$ cat config.mk
export PLATFORM = sky130hd
export DESIGN_NAME = color_classify_ctrl
export DESIGN_NICKNAME = d
export VERILOG_FILES = /design/src/rtl/colour_pkg.sv /design/src/rtl/dominant_color_pick.sv /design/src/rtl/color_classify_ctrl.sv
export SDC_FILE = /design/constraint.sdc
export NUM_CORES = 1
export LEC_CHECK = 0
export ABC_AREA = 1
export BUFFER_PORTS_ARGS = -buffer_cell sky130_fd_sc_hd__buf_2
export CAP_MARGIN = 25
export CORE_UTILIZATION = 58
export DETAILED_ROUTE_END_ITERATION = 10
export HOLD_SLACK_MARGIN = 0.15
export PLACE_DENSITY = 0.8
export SLEW_MARGIN = 20
export SYNTH_ARGS = -nofsm -noshare
export SYNTH_HDL_FRONTEND = slang
export SYNTH_SLANG_ARGS = --single-unit
$ cat constraint.sdc
create_clock -name clk -period 4.55 [get_ports clk]
set_clock_uncertainty 0.1 [all_clocks]
set_input_delay 0.6825 -clock clk [delete_from_list [all_inputs] [get_ports clk]]
set_output_delay 0.6825 -clock clk [all_outputs]
set_load 0.01 [all_outputs]
$ cat src/rtl/colour_pkg.sv
// Shared definitions for the colour-detection path: count width, colour codes
// and the sequencer state encoding.
package colour_pkg;

  localparam int COUNT_W = 12;

  typedef enum logic [1:0] {
    COL_NONE  = 2'b00,
    COL_RED   = 2'b01,
    COL_GREEN = 2'b10,
    COL_BLUE  = 2'b11
  } color_t;

  localparam logic [2:0] S_IDLE       = 3'd0;
  localparam logic [2:0] S_CAPTURE    = 3'd1;
  localparam logic [2:0] S_SORT_START = 3'd2;
  localparam logic [2:0] S_SORT_WAIT  = 3'd3;
  localparam logic [2:0] S_DECIDE     = 3'd4;
  localparam logic [2:0] S_REPORT     = 3'd5;

  typedef enum logic [2:0] {
    ST_IDLE       = S_IDLE,
    ST_CAPTURE    = S_CAPTURE,
    ST_SORT_START = S_SORT_START,
    ST_SORT_WAIT  = S_SORT_WAIT,
    ST_DECIDE     = S_DECIDE,
    ST_REPORT     = S_REPORT
  } state_t;

endpackage

$ cat src/rtl/dominant_color_pick.sv
// Combinational dominant-colour selection: largest count wins, ties resolve
// red > green > blue, and a winner below MIN_PIXELS is reported as NONE.
module dominant_color_pick
  import colour_pkg::*;
#(
  parameter logic [COUNT_W-1:0] MIN_PIXELS = 12'd300
) (
  input  logic [COUNT_W-1:0] red_cnt,
  input  logic [COUNT_W-1:0] green_cnt,
  input  logic [COUNT_W-1:0] blue_cnt,
  output color_t             color,
  output logic [COUNT_W-1:0] count
);

  color_t             win_color;
  logic [COUNT_W-1:0] max_cnt;

  always_comb begin
    win_color = COL_RED;
    max_cnt   = red_cnt;
    // Strict compares give the earlier colour priority on ties.
    if (green_cnt > max_cnt) begin
      win_color = COL_GREEN;
      max_cnt   = green_cnt;
    end
    if (blue_cnt > max_cnt) begin
      win_color = COL_BLUE;
      max_cnt   = blue_cnt;
    end
    color = (max_cnt < MIN_PIXELS) ? COL_NONE : win_color;
    count = max_cnt;
  end

endmodule

$ cat src/rtl/color_classify_ctrl.sv
// Colour-classification sequencer: frame capture, sorter run, dominant-colour
// decision and valid/ready result hand-off, with a watchdog on both waits.
module color_classify_ctrl
  import colour_pkg::*;
#(
  parameter logic [COUNT_W-1:0] MIN_PIXELS = 12'd300,
  parameter int                 TO_W       = 24,
  parameter logic [TO_W-1:0]    TIMEOUT    = 24'd2000000
) (
  input  logic               clk,
  input  logic               rst,
  input  logic               start,
  input  logic               auto_mode,
  output logic               cam_capture_req,
  input  logic               cam_frame_done,
  output logic               sort_pixels,
  input  logic               sorter_done,
  input  logic [COUNT_W-1:0] red_cnt,
  input  logic [COUNT_W-1:0] green_cnt,
  input  logic [COUNT_W-1:0] blue_cnt,
  output logic               result_valid,
  input  logic               result_ready,
  output logic [1:0]         result_color,
  output logic [COUNT_W-1:0] result_count,
  output logic               busy,
  output logic               timeout_err
);

  localparam logic [TO_W-1:0] WD_LAST = TIMEOUT - TO_W'(1);

  state_t             state_reg;
  logic [TO_W-1:0]    wd_reg;
  logic [TO_W-1:0]    wd_next;
  logic               wd_expired;
  logic [COUNT_W-1:0] red_reg, green_reg, blue_reg;
  color_t             pick_color;
  logic [COUNT_W-1:0] pick_count;

  // Saturating watchdog increment.
  assign wd_next    = (wd_reg == '1) ? wd_reg : wd_reg + TO_W'(1);
  assign wd_expired = (wd_reg == WD_LAST);

  dominant_color_pick #(
    .MIN_PIXELS (MIN_PIXELS)
  ) u_pick (
    .red_cnt   (red_reg),
    .green_cnt (green_reg),
    .blue_cnt  (blue_reg),
    .color     (pick_color),
    .count     (pick_count)
  );

  always_ff @(posedge clk) begin
    if (rst) begin
      state_reg       <= ST_IDLE;
      wd_reg          <= '0;
      red_reg         <= '0;
      green_reg       <= '0;
      blue_reg        <= '0;
      cam_capture_req <= 1'b0;
      sort_pixels     <= 1'b0;
      result_valid    <= 1'b0;
      result_color    <= COL_NONE;
      result_count    <= '0;
      busy            <= 1'b0;
      timeout_err     <= 1'b0;
    end else begin
      case (state_reg)
        ST_IDLE: begin
          if (start) begin
            state_reg       <= ST_CAPTURE;
            wd_reg          <= '0;
            timeout_err     <= 1'b0;
            cam_capture_req <= 1'b1;
            busy            <= 1'b1;
          end
        end

        ST_CAPTURE: begin
          // Done is checked first so a same-cycle expiry loses.
          if (cam_frame_done) begin
            state_reg       <= ST_SORT_START;
            cam_capture_req <= 1'b0;
            sort_pixels     <= 1'b1;
          end else if (wd_expired) begin
            state_reg       <= ST_REPORT;
            cam_capture_req <= 1'b0;
            result_color    <= COL_NONE;
            result_count    <= '0;
            result_valid    <= 1'b1;
            timeout_err     <= 1'b1;
          end else begin
            wd_reg <= wd_next;
          end
        end

        ST_SORT_START: begin
          state_reg   <= ST_SORT_WAIT;
          sort_pixels <= 1'b0;
          wd_reg      <= '0;
        end

        ST_SORT_WAIT: begin
          // Counts are only valid alongside sorter_done, so latch them now.
          if (sorter_done) begin
            state_reg <= ST_DECIDE;
            red_reg   <= red_cnt;
            green_reg <= green_cnt;
            blue_reg  <= blue_cnt;
          end else if (wd_expired) begin
            state_reg    <= ST_REPORT;
            result_color <= COL_NONE;
            result_count <= '0;
            result_valid <= 1'b1;
            timeout_err  <= 1'b1;
          end else begin
            wd_reg <= wd_next;
          end
        end

        ST_DECIDE: begin
          state_reg    <= ST_REPORT;
          result_color <= pick_color;
          result_count <= pick_count;
          result_valid <= 1'b1;
        end

        ST_REPORT: begin
          if (result_ready) begin
            result_valid <= 1'b0;
            if (auto_mode) begin
              state_reg       <= ST_CAPTURE;
              wd_reg          <= '0;
              timeout_err     <= 1'b0;
              cam_capture_req <= 1'b1;
            end else begin
              state_reg <= ST_IDLE;
              busy      <= 1'b0;
            end
          end
        end

        default: begin
          state_reg       <= ST_IDLE;
          cam_capture_req <= 1'b0;
          sort_pixels     <= 1'b0;
          result_valid    <= 1'b0;
          busy            <= 1'b0;
        end
      endcase
    end
  end

endmodule
# Word level (Yosys, flattened, before mapping)
# Index checks and enable logic that the tools add are counted.
[totals]
out_inout_bits = 19
regBits = 82
input_bits = 43
wordCells = 103
[classes]
bitwise = 4
order_cmp = 3
reduce_logical = 17
addsub = 1
n_eq_ne = 15
mux = 51
[ops]
columns = ["cell", "n"]
rows = [
  ["24-bit two-way mux", 7],
  ["24-bit one-hot mux with 5 select lines", 1],
  ["12-bit two-way mux", 5],
  ["12-bit one-hot mux with 3 select lines", 1],
  ["24-bit by 1-bit adder with 24-bit output, second input constant", 1],
  ["24-bit by 21-bit == test with 1-bit output, second input constant", 1],
  ["24-bit == test, second input constant", 1],
  ["12-bit > comparator", 2],
  ["1-bit two-way mux", 19],
  ["3-bit one-hot mux with 6 select lines", 1],
  ["3-bit two-way mux", 5],
  ["2-bit inequality test, second input constant", 7],
  ["12-bit by 9-bit < comparator with 1-bit output, second input constant", 1],
  ["2-bit two-way mux", 6],
  ["6-bit AND reduction", 2],
  ["1-bit one-hot mux with 4 select lines", 2],
  ["4-bit AND reduction", 2],
  ["4-bit OR reduction", 2],
  ["3-bit by 2-bit == test with 1-bit output, second input constant", 2],
  ["3-bit == test, second input constant", 2],
  ["2-bit one-hot mux with 3 select lines", 1],
  ["2-bit AND reduction", 3],
  ["1-bit one-hot mux with 5 select lines", 1],
  ["5-bit AND reduction", 1],
  ["12 further kinds", 15],
]

# Logic depth before layout (Yosys ltp)
# Gate-level depths: netlist of run 1.
[logic_depth]
depth_word = 7
depth_mapped = 32

# Cells and area by module
# From an unflattened synthesis of run 1, not the netlist that was laid out.
[hier_totals]
cells_unflattened = 828
area_unflattened_um2 = 5332.6
[modules_own_cells]
columns = ["mod", "area_each_um2", "cells_per_inst", "seq_area_each_um2", "instances"]
rows = [
  ["color_classify_ctrl", 4121.5, 619, 1641.6, 1],
  ["dominant_color_pick", 1211.2, 209, 0.0, 1],
]

# Worst setup path before layout of run 1
# OpenSTA, ideal clock, no wires.
[synth_path]
path_kind = "reg-to-reg"
startpoint = "register red_reg[11]"
endpoint = "register result_color[0]"
path_stages_with_launch = 32
arrival_ns = 3.113
path_slack_ns = 1.267
n_path_buf = 2
synth_period_minus_slack_ns = 3.283
required_time_ns = 4.380
path_cell_list = "dfxtp_1 inv_1 ha_1 nand2_1 inv_1 nand2_1 inv_1 nand2_1 nand3_1 nand2_1 clkbuf_1 nand2_1 o21ai_0 ha_1 inv_1 nor2_1 o21bai_1 nand2_1 nand2_1 nand3_1 nand2_1 clkbuf_1 nand3_1 nand2_1 nand2_1 nand2_1 nand2_1 nand2_1 nand2_1 nand2_1 nand2_1 a21oi_1"
[synth_via]
elab_chain_len = 7
elab_cells_between_ends = 9
cone_classes = "3 x order compare; 6 x mux"
[synth_lines]
columns = ["element", "line", "rtl"]
rows = [
  ["from (decl)", "color_classify_ctrl.sv:35", "logic [COUNT_W-1:0] red_reg, green_reg, blue_reg;"],
  ["from (signal assigned)", "color_classify_ctrl.sv:107", "red_reg <= red_cnt;"],
  ["12-bit > comparator", "dominant_color_pick.sv:22", "if (green_cnt > max_cnt) begin"],
  ["12-bit two-way mux", "dominant_color_pick.sv:22", ""],
  ["12-bit > comparator", "dominant_color_pick.sv:26", "if (blue_cnt > max_cnt) begin"],
  ["12-bit two-way mux", "dominant_color_pick.sv:26", ""],
  ["12-bit by 9-bit < comparator with 1-bit output", "dominant_color_pick.sv:30", "color = (max_cnt < MIN_PIXELS) ? COL_NONE : win_color;"],
  ["2-bit two-way mux *", "dominant_color_pick.sv:30", ""],
  ["2-bit one-hot mux with 3 select lines *", "color_classify_ctrl.sv:68", "case (state_reg)"],
  ["to (signal assigned)", "color_classify_ctrl.sv:123", "result_color <= pick_color;"],
  ["to (decl)", "color_classify_ctrl.sv:23", "output logic [1:0] result_color,"],
]
# Every way passes the cells marked *; elsewhere a longest branch is shown, timed or not.
# A chain may end at the register's enable or synchronous reset.

# Worst setup path in the final report of run 1
[layout_path]
startpoint = "register red_reg[9]"
endpoint = "register result_color[0]"
# Same word-level chain as after synthesis.

==> flow_metrics.env, run 1 <==
export IMPL_status="completed"
export IMPL_drive_gt1_share_pct=14.9
export IMPL_start_kind="flip-flop"
export IMPL_cts_resized=0
export IMPL_finalWeightedCongestion=0.953
export IMPL_vias_per_cell=5.58
export IMPL_finalCriticalPeriod_ns=4.01
export IMPL_p_sw_share_pct=36.7
export IMPL_cp_cell_sequence="inv_1 -> ha_1 -> nand2_1 -> inv_1 -> nand2_1 -> nor2_1 -> nand2_1 -> nand3_1 -> nand2_2 -> o21ai_0 -> ha_1 -> a21oi_1 -> o21a_1 -> nand3_1 -> nand2_1 -> inv_1 -> o21ai_0 -> nor2_1 -> nand2_1 -> nand2_1 -> nand2_1 -> nand2_1 -> a21oi_1"
export IMPL_synth_cells=661
export IMPL_setup_violations=0
export IMPL_power_frac_clock_pct=29.5
export IMPL_setup_tns_ns=0
export IMPL_hold_ws_ns=0.364
export IMPL_rsz0062_at_grt="no"
export IMPL_fp_row_count=31
export IMPL_cts_hold_buf=0
export IMPL_cp_buffers_inverters=3
export IMPL_wl_per_cell_um=14.0
export IMPL_pwr_density_cell_mw_per_mm2=358
export IMPL_cts_tree="yes"
export IMPL_cp_top_family="simple AND/OR/NAND/NOR gates"
export IMPL_grt_max_degree=54
export IMPL_syn_avg_cell_area_um2=6.87
export IMPL_vias=4544
export IMPL_num_nets_final=779
export IMPL_ys_warn_count=0
export IMPL_min_path_type="reg -> reg"
export IMPL_ys_types=40
export IMPL_slowest_stage="o21ai_0"
export IMPL_final_cell_mix="143 x nand2_1, 82 x dfxtp_1, 78 x nor2_1, 64 x a21oi_1, 61 x buf_2"
export IMPL_worstPathArrival_ns=4.20
export IMPL_drv_slew=0
export IMPL_tightest_slew_ns=0.759
export IMPL_path_common_cell="nand2_1"
export IMPL_ctsHtreeMaxLevel=3
export IMPL_internal_power_mw=1.16
export IMPL_cts_root_buf="clkbuf_8"
export IMPL_grt_pass1_wl_um=19700
export IMPL_endpoint_kind="flip-flop"
export IMPL_peakVddDrop_v=0.000249
export IMPL_slowest_delay_ns=0.37
export IMPL_synth_area_mm2=0.00454
export IMPL_antenna_found_initial=0
export IMPL_final_hold_viol_count=0
export IMPL_post_cts_buffers=0
export IMPL_numCtsBuffers=9
export IMPL_insertedDiodeCount=0
export IMPL_power_switching_mw=0.670
export IMPL_fmax_ghz=0.250
export IMPL_port_buffers=61
export IMPL_ios=62
export IMPL_drc=0
export IMPL_grt_overflow_total=0
export IMPL_area_growth_pct=12.2
export IMPL_dp_hpwl_um=8500
export IMPL_finalWirelength_um=11400
export IMPL_power_frac_seq_pct=41.0
export IMPL_rrSetupSlack_ns=0.54
export IMPL_power_frac_comb_pct=29.5
export IMPL_drtIter0Drc=251
export IMPL_clk_latency_ns=0.37
export IMPL_cts_sinks=82
export IMPL_yosysTopAreaCellShare_pct=36.2
export IMPL_nFillCells=702
export IMPL_leakage_nw=2.17
export IMPL_post_route_period_util_pct=88.0
export IMPL_grt_pass1_vias=4356
export IMPL_clockBufferDepth=2
export IMPL_ys_top_cells_by_area="dfxtp_1 36%, nand2_1 12%, a21oi_1 7.1%, ha_1 6.9%, o21ai_0 6.7%"
export IMPL_start_util_pct=61.3
export IMPL_track_usage_pct=29.8
export IMPL_dieArea_mm2=0.00819
export IMPL_coreArea_mm2=0.00741
export IMPL_crit_path_max_fanout=23
export IMPL_antenna_left=0
export IMPL_fp_dieH_um=90.5
export IMPL_cts_clk_slew_worst_paths_ns=0.09
export IMPL_die_w_um=90.5
export IMPL_layout_commonest_cell="nand2_1"
export IMPL_syn_nets=729
export IMPL_cp_data_required_time_ns=4.74
export IMPL_cap_viol_max_count=0
export IMPL_largest_reg_flops=24
export IMPL_ys_seq_elements=82
export IMPL_max_slew_margin_pct=49.4
export IMPL_worstSetupPathType="reg -> reg"
export IMPL_dr_pass1_iters=5
export IMPL_yosysTopAreaCell="dfxtp_1"
export IMPL_seq_area_frac_synth_pct=36.2
[tightest hold or removal path, stage by stage (launching register included)]
cell and delay (ns):
dfxtp_1 0.32, nand2_1 0.06, a21oi_1 0.05
[cells in the mapped netlist, drive strengths merged]
library cell  number
nand2            145
nor2              86
dfxtp             82
inv               67
a21oi             65
o21ai             64
nand3             27
ha                25
clkbuf            21
nand4             17
nor3              16
xor2               9
nor4               8
a31oi              4
buf                4
o211ai             4
o21a               3
a211oi             2
or2                2
xnor2              2
a21o               1
a311oi             1
a41oi              1
and2               1
and3               1
o2111ai            1
o21bai             1
o31ai              1
[kinds of logic after synthesis]
group	Yosys count	synth area share [%]
and+or+nand+nor	303	29.2
AOI/OAI and AO/OA	148	17.7
buffers and inverters	92	7.88
DFF	82	36.2
adders and majority gates	25	6.89
xor gates and xnor gates	11	2.12
[final timing paths]
check             start               to  cells after the start
max          red_reg[9]  result_color[0]                     23
min                busy             busy                      2
max reg2reg  red_reg[9]  result_color[0]                     23
min reg2reg        busy             busy                      2
[metal layers]
layer  track usage (%)  routed length, µm
met4              13.6                416
met3              5.81                526
met5                 0                  0
met1              35.3               4910
met2              51.6               5540
[layout make-up]
cell class	count	area [µm²]	share of cell area [%]
multi-input cells	487	2540	50.0
flip-flops and latches	82	1640	32.2
repair buffers	64	335	6.58
inverters	67	254	4.99
clock buffers	10	128	2.51
well taps	99	124	2.43
clock inverters	6	66.3	1.30
[power by group through the flow]
stage	combinational (mW)	sequential, mW	clock, mW
after floorplan	0.402	0.764	0
after global placement	0.507	0.764	0
after detailed placement	0.525	0.765	0
after CTS	0.531	0.748	0.543
after global routing	0.616	0.750	0.571
final	0.539	0.748	0.538
[stage by stage]
stage / setup slack (ns) / total power [mW] / cell area [µm²] / instances / util [%]
floorplan: 1.27 / 1.17 / 4540 / 661 / -
detailed placement: 0.322 / 1.29 / 4880 / 798 / 65.9
global placement: 0.410 / 1.27 / 4880 / 798 / 65.9
finish: 0.545 / 1.83 / 5090 / 815 / 68.7
global route: 0.0976 / 1.94 / 5090 / 815 / 68.7
CTS: 0.274 / 1.82 / 5070 / 814 / 68.5
Note: power is estimated with default switching activity, not from simulation.
==> run 2: changes to the inputs <==
CORE_UTILIZATION = 40   (was 58)
PLACE_DENSITY = unset   (was 0.8)
clock period = 4.5 ns   (was 4.55 ns; I/O delays follow)
==> run 2 against run 1 <==
Hold slack got worse by 0.0027 ns. Sequential power grew 1%. Combinational power barely moved. Die area increased by 44%. First-iteration DRC count shrank 13%. Clock power up 39%. Routed wire length rose by 4.4%. Final area is 2.9% higher. Maximum frequency shrank 2.2%. Critical path depth is 1 higher. Total power grew 12%. Utilization down 21 points. Critical path type unchanged.
==> flow_metrics.env, run 2 (synthesis results as in run 1) <==
export IMPL_status="completed"
export IMPL_drc=0
export IMPL_port_buffers=61
export IMPL_crit_cells=24
export IMPL_die_w_um=109
export IMPL_vias=4396
export IMPL_vias_per_cell=5.14
export IMPL_max_slew_margin_pct=32.2
export IMPL_post_cts_buffers=0
export IMPL_layout_commonest_cell="nand2_1"
export IMPL_start_kind="flip-flop"
export IMPL_peakVddDrop_v=0.000257
export IMPL_cp_data_required_time_ns=4.67
export IMPL_drtIter0Drc=218
export IMPL_final_hold_viol_count=0
export IMPL_cts_sinks=82
export IMPL_track_usage_pct=21.4
export IMPL_setup_violations=0
export IMPL_fmax_ghz=0.244
export IMPL_slowest_delay_ns=0.52
export IMPL_min_path_type="reg -> reg"
export IMPL_antenna_left=0
export IMPL_path_common_cell="nand2_1"
export IMPL_wl_per_cell_um=13.9
export IMPL_start_util_pct=41.5
export IMPL_insertedDiodeCount=0
export IMPL_cts_tree="yes"
export IMPL_worstSetupPathType="reg -> reg"
export IMPL_coreArea_mm2=0.0109
export IMPL_finalWeightedCongestion=0.919
export IMPL_worstPathArrival_ns=4.27
export IMPL_rsz0062_at_grt="no"
export IMPL_cts_root_buf="clkbuf_16"
export IMPL_area_growth_pct=15.4
export IMPL_grt_pass1_wl_um=19400
export IMPL_cp_top_family="simple AND/OR/NAND/NOR gates"
export IMPL_ios=62
export IMPL_hold_path_depth=2
export IMPL_grt_pass1_vias=4122
export IMPL_clockBufferDepth=2
export IMPL_pwr_density_cell_mw_per_mm2=391
export IMPL_cts_hold_buf=0
export IMPL_drv_slew=0
export IMPL_finalWirelength_um=11900
export IMPL_drive_gt1_share_pct=15.0
export IMPL_placed_area_mm2=0.00493
export IMPL_fp_row_count=38
export IMPL_setup_tns_ns=0
export IMPL_crit_path_max_fanout=23
export IMPL_reg2reg_depth=24
export IMPL_cts_clk_slew_worst_paths_ns=0.06
export IMPL_met1Wirelength_um=5200
export IMPL_ctsHtreeMaxLevel=3
export IMPL_cp_cell_sequence="inv_1 -> ha_1 -> nand2_1 -> inv_1 -> nand2_1 -> nor2_1 -> nand2_1 -> nand3_1 -> nand2_2 -> o21ai_0 -> ha_1 -> nand4_1 -> nor2_1 -> nand2_1 -> nand3_1 -> nand2_1 -> inv_1 -> o21ai_0 -> nor2_1 -> nand2_1 -> nand2_1 -> nand2_1 -> nand2_1 -> a21oi_1"
export IMPL_grt_overflow_total=0
export IMPL_grt_max_degree=54
export IMPL_post_route_cell_area_mm2=0.00524
export IMPL_endpoint_kind="flip-flop"
export IMPL_largest_reg_flops=24
export IMPL_cap_viol_max_count=0
export IMPL_num_nets_final=778
export IMPL_fp_dieH_um=109
export IMPL_met2_length_um=6030
export IMPL_dp_worst_setup_slack_ns=0.247
export IMPL_finalCriticalPeriod_ns=4.10
export IMPL_dp_hpwl_um=8840
export IMPL_nFillCells=1143
export IMPL_dr_pass1_iters=5
export IMPL_final_cell_mix="143 x nand2_1, 82 x dfxtp_1, 78 x nor2_1, 64 x a21oi_1, 61 x buf_2"
export IMPL_numCtsBuffers=9
export IMPL_p_total_mw=2.05
export IMPL_highest_layer="met4"
export IMPL_setup_ws_ns=0.403
export IMPL_clk_latency_ns=0.34
export IMPL_wl_met3_um=465
export IMPL_hold_ws_ns=0.361
export IMPL_leakage_nw=2.22
export IMPL_cts_resized=0
export IMPL_antenna_found_initial=0
export IMPL_cp_buffers_inverters=3
export IMPL_dieArea_mm2=0.0118
export IMPL_tightest_slew_ns=1.02
export IMPL_slowest_stage="o21ai_0"
export IMPL_post_route_period_util_pct=91.0
[run 2: worst paths after layout]
check | start | end | slack (ns)
worst max register to register | red_reg[11] | result_color[1] | 0.40
worst min register to register | result_count[4] | result_count[4] | 0.36
worst min-delay path | result_count[4] | result_count[4] | 0.36
worst max-delay path | red_reg[11] | result_color[1] | 0.40
[run 2: per-layer routing]
metal	vias up	global-route usage (%)
met3	13	5.30
met1	2004	25.2
met4	0	6.95
li1	2301	-
met2	78	37.7
met5	-	0
[run 2: metrics by stage]
step / util (%) / cells
finish: 47.9 / 855
global route: 47.9 / 855
CTS: 47.9 / 855
detailed placement: 45.1 / 839
global placement: 45.1 / 839
floorplan: - / 661
[run 2: report_power, final]
group | switching [mW] | internal [mW] | leakage, nW
clock network | 0.289 | 0.457 | 0.151
logic | 0.376 | 0.166 | 1.41
registers | 0.0149 | 0.744 | 0.662
total | 0.680 | 1.37 | 2.22
[run 2: layout make-up]
cell class	count	area, µm²	area share, %
Clock inverter	5	52.6	1.00
Inverter	67	254	4.85
Multi-Input combinational cell	487	2540	48.5
Timing Repair Buffer	63	320	6.11
Sequential cell	82	1640	31.3
Tap cell	140	175	3.34
Clock buffer	11	253	4.82
[run 2: worst reg2reg max path, stage by stage, from the launching register on]
cell and delay, ns:
dfxtp_1 0.32, inv_1 0.06, ha_1 0.29, nand2_1 0.07, inv_1 0.05, nand2_1 0.06
nor2_1 0.10, nand2_1 0.06, nand3_1 0.14, nand2_2 0.27, o21ai_0 0.52, ha_1 0.33
nand4_1 0.11, nor2_1 0.06, nand2_1 0.07, nand3_1 0.06, nand2_1 0.27, inv_1 0.27
o21ai_0 0.35, nor2_1 0.07, nand2_1 0.07, nand2_1 0.05, nand2_1 0.08, nand2_1 0.06
a21oi_1 0.12
